File: src/rtl/cic_pkg.sv
// Shared types and widths for the CIC rate controller.
package cic_pkg;

    localparam int unsigned RateBits   = 16;
    localparam int unsigned SettleBits = 32;

    typedef enum logic [1:0] {
        ST_RESET_DP = 2'd0,
        ST_SETTLE   = 2'd1,
        ST_RUN      = 2'd2
    } cic_state_t;

    // Input strobes needed to flush every integrator/comb stage at a given rate.
    function automatic logic [SettleBits-1:0] settle_target(
        input int unsigned          order,
        input logic [RateBits-1:0]  rate
    );
        return SettleBits'(order + 1) * SettleBits'(rate);
    endfunction

endpackage

File: src/rtl/settle_counter.sv
// Counts accepted input strobes during settle and flags the strobe that hits the target.
module settle_counter
    import cic_pkg::*;
(
    input  logic                  clk,
    input  logic                  rst,
    input  logic                  clear,
    input  logic                  enable,
    input  logic [SettleBits-1:0] target,
    output logic                  done
);

    logic [SettleBits-1:0] count;
    logic [SettleBits-1:0] target_q;

    // Target is captured while cleared so it tracks the rate loaded for this settle.
    always_ff @(posedge clk) begin
        if (rst) begin
            count    <= '0;
            target_q <= '0;
        end else if (clear) begin
            count    <= '0;
            target_q <= target;
        end else if (enable && (count < target_q)) begin
            count <= count + SettleBits'(1);
        end
    end

    // Count never exceeds target, so the +1 cannot wrap.
    assign done = enable && ((count + SettleBits'(1)) >= target_q);

endmodule

File: src/rtl/cic_rate_ctrl.sv
// Sequences reset, settle and run phases of a CIC decimator around rate changes.
module cic_rate_ctrl
    import cic_pkg::*;
#(
    parameter int unsigned DefaultRate = 50,
    parameter int unsigned MaxRate     = 4096,
    parameter int unsigned CicOrder    = 5,
    parameter int unsigned ResetCycles = 2
) (
    input  logic                clk,
    input  logic                rst,
    input  logic [RateBits-1:0] cfg_rate,
    input  logic                cfg_valid,
    output logic                cfg_ready,
    output logic                cfg_err,
    input  logic                src_valid,
    output logic                dp_rst,
    output logic [RateBits-1:0] dp_rate,
    output logic                dp_in_valid,
    input  logic                dp_out_valid,
    output logic                dp_out_ready,
    output logic                out_valid,
    input  logic                out_ready,
    output logic                locked
);

    localparam int unsigned RstCntBits = (ResetCycles > 1) ? $clog2(ResetCycles) : 1;

    cic_state_t            state, state_next;
    logic [RstCntBits-1:0] rst_cnt, rst_cnt_next;
    logic                  cfg_fire;
    logic                  rate_ok;
    logic                  cfg_load;
    logic                  cfg_bad;
    logic                  settle_clear;
    logic                  settle_enable;
    logic                  settle_done;

    assign cfg_fire = cfg_valid && cfg_ready;
    assign rate_ok  = (cfg_rate != '0) && (32'(cfg_rate) <= 32'(MaxRate));
    assign cfg_load = cfg_fire && rate_ok;
    assign cfg_bad  = cfg_fire && !rate_ok;

    // A sample coinciding with a rate change belongs to the old settle, so it is not counted.
    assign settle_clear  = (state != ST_SETTLE);
    assign settle_enable = (state == ST_SETTLE) && src_valid && !cfg_load;

    settle_counter u_settle (
        .clk    (clk),
        .rst    (rst),
        .clear  (settle_clear),
        .enable (settle_enable),
        .target (settle_target(CicOrder, dp_rate)),
        .done   (settle_done)
    );

    // State, rate and registered status outputs.
    always_ff @(posedge clk) begin
        if (rst) begin
            state     <= ST_RESET_DP;
            rst_cnt   <= '0;
            dp_rate   <= RateBits'(DefaultRate);
            cfg_err   <= 1'b0;
            dp_rst    <= 1'b1;
            cfg_ready <= 1'b0;
            locked    <= 1'b0;
        end else begin
            state     <= state_next;
            rst_cnt   <= rst_cnt_next;
            cfg_err   <= cfg_bad;
            dp_rst    <= (state_next == ST_RESET_DP);
            cfg_ready <= (state_next != ST_RESET_DP);
            locked    <= (state_next == ST_RUN);
            if (cfg_load) begin
                dp_rate <= cfg_rate;
            end
        end
    end

    // Next-state logic; a valid config always restarts from RESET_DP.
    always_comb begin
        state_next   = state;
        rst_cnt_next = '0;
        case (state)
            ST_RESET_DP: begin
                if (rst_cnt == RstCntBits'(ResetCycles - 1)) begin
                    state_next = ST_SETTLE;
                end else begin
                    rst_cnt_next = rst_cnt + RstCntBits'(1);
                end
            end
            ST_SETTLE: begin
                if (cfg_load) begin
                    state_next = ST_RESET_DP;
                end else if (settle_done) begin
                    state_next = ST_RUN;
                end
            end
            ST_RUN: begin
                if (cfg_load) begin
                    state_next = ST_RESET_DP;
                end
            end
            default: state_next = ST_RESET_DP;
        endcase
    end

    // Strobe gating and output pass-through follow the current state in the same cycle.
    always_comb begin
        dp_in_valid  = 1'b0;
        dp_out_ready = 1'b1;
        out_valid    = 1'b0;
        case (state)
            ST_SETTLE: dp_in_valid = src_valid;
            ST_RUN: begin
                dp_in_valid  = src_valid;
                dp_out_ready = out_ready;
                out_valid    = dp_out_valid;
            end
            default: ;
        endcase
    end

endmodule

File: config.mk
export PLATFORM = sky130hd
export DESIGN_NAME = cic_rate_ctrl
export DESIGN_NICKNAME = d
export VERILOG_FILES = /design/src/rtl/cic_pkg.sv /design/src/rtl/settle_counter.sv /design/src/rtl/cic_rate_ctrl.sv
export SDC_FILE = /design/constraint.sdc
export NUM_CORES = 1
export LEC_CHECK = 0
export ABC_AREA = 1
export CORE_MARGIN = 8
export CORE_UTILIZATION = 25
export CTS_CLUSTER_DIAMETER = 120
export DETAILED_ROUTE_END_ITERATION = 12
export GPL_TIMING_DRIVEN = 0
export HOLD_SLACK_MARGIN = 0.02
export PLACE_DENSITY_LB_ADDON = 0.25
export REMOVE_ABC_BUFFERS = 1
export SETUP_SLACK_MARGIN = 0.15
export SLEW_MARGIN = 5
export SYNTH_ARGS = -nofsm -noshare
export SYNTH_HDL_FRONTEND = slang
export SYNTH_SLANG_ARGS = --single-unit
File: constraint.sdc
create_clock -name clk -period 2.5 [get_ports clk]
set_clock_uncertainty 0.05 [all_clocks]
set_input_delay 0.375 -clock clk [delete_from_list [all_inputs] [get_ports clk]]
set_output_delay 0.375 -clock clk [all_outputs]
set_load 0.005 [all_outputs]
==> results.yml <==
sta:
  setup_violations: 5
  tns_ps: -467.6
  slew_headroom_pct: 37.20
  hold_viol: 0
  tightest_slew_ps: 942.0
  worst_slack_ps: -116.0
  post-route-period-util_pct: 104.6
  fmax_mhz: 382.3
  drv_slew: 0
  fin_crit_ps: 2616
  rsz0062_at_grt: "true"
place:
  dp.cells: 1075
  dp_slack_ps: -1651
  place_area_mm2: 0.005866
  io_buffers: 44
  place.gp.congestion: 0.8376
  hpwl_mm: 10.16
power:
  power_mw: 3.319
  p_per_area_mw_per_mm2: 477.9
  peakVddDrop_mv: 0.3095
  leakage_nw: 3.275
final_layout:
  drive_above_1_share_pct: 18.60
  antenna_cells: 0
  syn_to_final_growth_pct: 34.81
  final_area_mm2: 0.006944
  nFillCells: 2148
  final_cells: 1125
  fin_nets: 930
synth:
  synthMuxAreaShare_pct: 0
  synthAdderAreaFrac_pct: 14.23
  synth_cells: 776
  synth_xor_area_share_pct: 3.911
  ys_seq_elements: 73
  synth_top_family_by_area: "simple AND/OR/NAND/NOR gates"
  synth-simple-area-share_pct: 30.73
  synth-warning-count: 0
  syn_area_mm2: 0.005151
  synth-compound-area-share_pct: 12.87
  syn_area_per_cell_um2: 6.638
  synth_seq_area_share_pct: 28.37
  synth_cell_type_count: 41
clock_tree:
  clk_pin_slew_ps: 60
  clkLatencyLatePin_ps: 350
  clock_path_buffers: 2
  cts_tree: "yes"
  htreeDepth: 3
  cts_hold_buf: 0
  clkSinkCount: 73
  cts_root_buffer: "clkbuf_16"
  cts_buffers: 9
setup_path:
  cp.arrival_ps: 2800
  critPathBufInv: 3
  critical_path.slowest_cell: "dfxtp_4"
  path_delay_family: "simple AND/OR/NAND/NOR gates"
  cp_max_fo: 4
  critPathCaptureType: "register"
  critPathLaunchType: "register"
  cp_common_cell: "nand2_1"
  path_cells: "ha_4 > nand2_4 > inv_2 > nand3_4 > nor2_4 > nand3_2 > xor2_1 > inv_1 > ha_1 > a21oi_2 > o211ai_1 > inv_2 > nand2_1 > nor2_2 > nand2_1 > nand2_2 > nand2_1 > nand2_1 > nand2_1 > nand2_2 > o21bai_1"
  ff2ff_setup_slack_ps: -120
  worstPathRequired_ps: 2690
  crit_type: "reg -> reg"
  cp_slowest_stage_delay_ps: 380
routing:
  firstDrtPassIters: 4
  antenna_left: 0
  avgRoutedWirePerCell_um: 12.70
  wl_mm: 14.29
  drt-vias-per-instance: 4.350
  drt_iter0_markers: 312
  vias: 4894
  drc_errors: 0
floorplanning:
  die_w_um: 159.5
  num_rows: 52
  io_pins: 45
  initial_utilization_pct: 25.46
  core_mm2: 0.02023
  die_area_mm2: 0.02545
  die_y_um: 159.5
run_status:
  failed_checks: "setup timing"
  status: "finished with violations"
min_path:
  hold_class: "in -> reg"
grt:
  grt_pass1_wl_mm: 23.63
  antenna_found_initial: 0
  overflow: 0
  grt_pass1_vias: 4760
  grtUsageTotal_pct: 11.36
  grt_max_degree: 23
run:
  drv_cap: 0
==> tightest hold or removal path: stages <==
cell            delay [ps]
dlymetal6s2s_1         130
nand2_1                 70
nand3_1                 60
==> placed cells by master (no fill, tap or decap), types with 3 or more instances in the layout <==
cell             instances
xor2_2                   5
o22ai_1                  6
clkbuf_16                9
buf_4                   29
clkdlybuf4s50_1         38
nor2_4                  14
nand2_1                166
dfxtp_4                 11
ha_1                    51
nand2_4                  5
xnor2_2                  4
nor3_1                   3
xor2_1                   8
ha_4                     5
xnor2_1                  5
nor4_2                   4
nand3_1                 31
a21oi_2                  6
nand3_4                  3
o211ai_1                 5
a21oi_1                 51
inv_2                    4
nand2_2                 14
clkinvlp_4               3
nor2_2                   8
dlymetal6s2s_1           5
inv_1                  109
nor2_1                 100
o21ai_0                 33
dfxtp_2                 10
dfxtp_1                 52
nand4_1                  8
o21ai_1                  9
==> report_power, final <==
group	leakage (nW)	total [mW]	internal (mW)	switching [mW]
clock network	0.153	1.43	0.904	0.526
logic	2.52	0.634	0.266	0.368
registers	0.605	1.25	1.21	0.0416
total	3.28	3.32	2.38	0.936
==> routing by layer <==
layer  GRT usage, %  vias to the layer above  wire length [µm]  share of wire (%)
met5              0                        -                 0                  0
met3          2.844                       20               526                3.7
met4          4.503                        0               357                2.5
met2          18.28                       68              6567                 46
li1               -                     2642                 -                  -
met1          14.26                     2164              6835                 48
==> stage by stage <==
| stage | hold slack, ps | utilization, % |
|---|---|---|
| final | 265.0 | 34.32 |
| after global routing | 287.3 | 34.32 |
| after floorplan | 365.5 | - |
| after detailed placement | 382.4 | 28.99 |
| after global placement | 389.2 | 28.98 |
| after CTS | 397.7 | 32.76 |
==> cells in the mapped netlist <==
master / count / area (µm²)
or2_2: 1 / 6.260
clkbuf_1: 5 / 18.77
nand2_4: 1 / 11.26
nand4_1: 7 / 43.79
buf_4: 1 / 7.510
o22ai_1: 6 / 37.54
nor2_1: 105 / 394.1
buf_2: 5 / 25.02
nand2_2: 7 / 43.79
nor2_2: 12 / 75.07
and2_1: 2 / 12.51
a221oi_1: 1 / 8.760
or2_1: 1 / 6.260
clkinv_1: 2 / 7.510
o31ai_1: 1 / 7.510
nor2_8: 1 / 20.02
o21ai_1: 3 / 15.01
nor4_1: 6 / 37.54
a21boi_0: 1 / 7.510
a21boi_1: 2 / 15.01
nand2_1: 177 / 664.4
ha_1: 57 / 713.2
buf_1: 4 / 15.01
o21a_1: 1 / 7.510
xor2_1: 14 / 122.6
a2111oi_0: 1 / 8.760
o21bai_1: 2 / 15.01
nor3b_1: 1 / 7.510
dfxtp_1: 73 / 1461
xnor2_1: 9 / 78.83
o211ai_1: 5 / 37.54
inv_1: 114 / 427.9
nand3_2: 2 / 20.02
fa_1: 1 / 20.02
a21oi_1: 58 / 290.3
a21o_1: 1 / 7.510
inv_2: 2 / 7.510
nor2_4: 4 / 45.04
nand3_1: 34 / 170.2
o21ai_0: 41 / 205.2
nor3_1: 5 / 25.02
==> area by class of cell <==
class / count / area [µm²] / area share [%]
multi-input cells: 572 / 3598 / 51.82
flip-flops and latches: 73 / 1515 / 21.82
repair buffers: 76 / 711.9 / 10.25
inverters: 118 / 457.9 / 6.595
well taps: 270 / 337.8 / 4.865
clock buffers: 12 / 246.5 / 3.550
clock inverters: 4 / 76.32 / 1.099
==> timing repair <==
| item | CTS | global route |
|---|---|---|
| resized for setup | 83 | 52 |
| cloned | 2 | 0 |
| pin swaps | 21 | 29 |
| setup buffers | 21 | 11 |
| endpoints found under the setup margin | 63 | 55 |
==> cell families after synthesis <==
family	after synthesis
AO/OA/AOI/OAI	123
XOR/XNOR	23
flip-flops	73
buffers and inverters	133
AND/OR/NAND/NOR	366
adder cells (fa/ha/maj)	58
==> sequential cells by signal, indices dropped and copies added (netlist names) <==
register	flops
cfg_err	1
cfg_ready	1
dp_rate	16
dp_rst	1
locked	1
rst_cnt	1
state	2
u_settle.count	32
u_settle.target_q	18
==> final timing paths <==
| path | startpoint | to | cells after the start |
|---|---|---|---|
| worst max-delay path | u_settle.count[1] | dp_rst | 21 |
| worst min-delay path | cfg_rate[4] | dp_rate[4] | 3 |
| worst max register to register | u_settle.count[1] | dp_rst | 21 |
| worst min register to register | rst_cnt | rst_cnt | 1 |
Note: power is estimated with default switching activity, not from simulation.
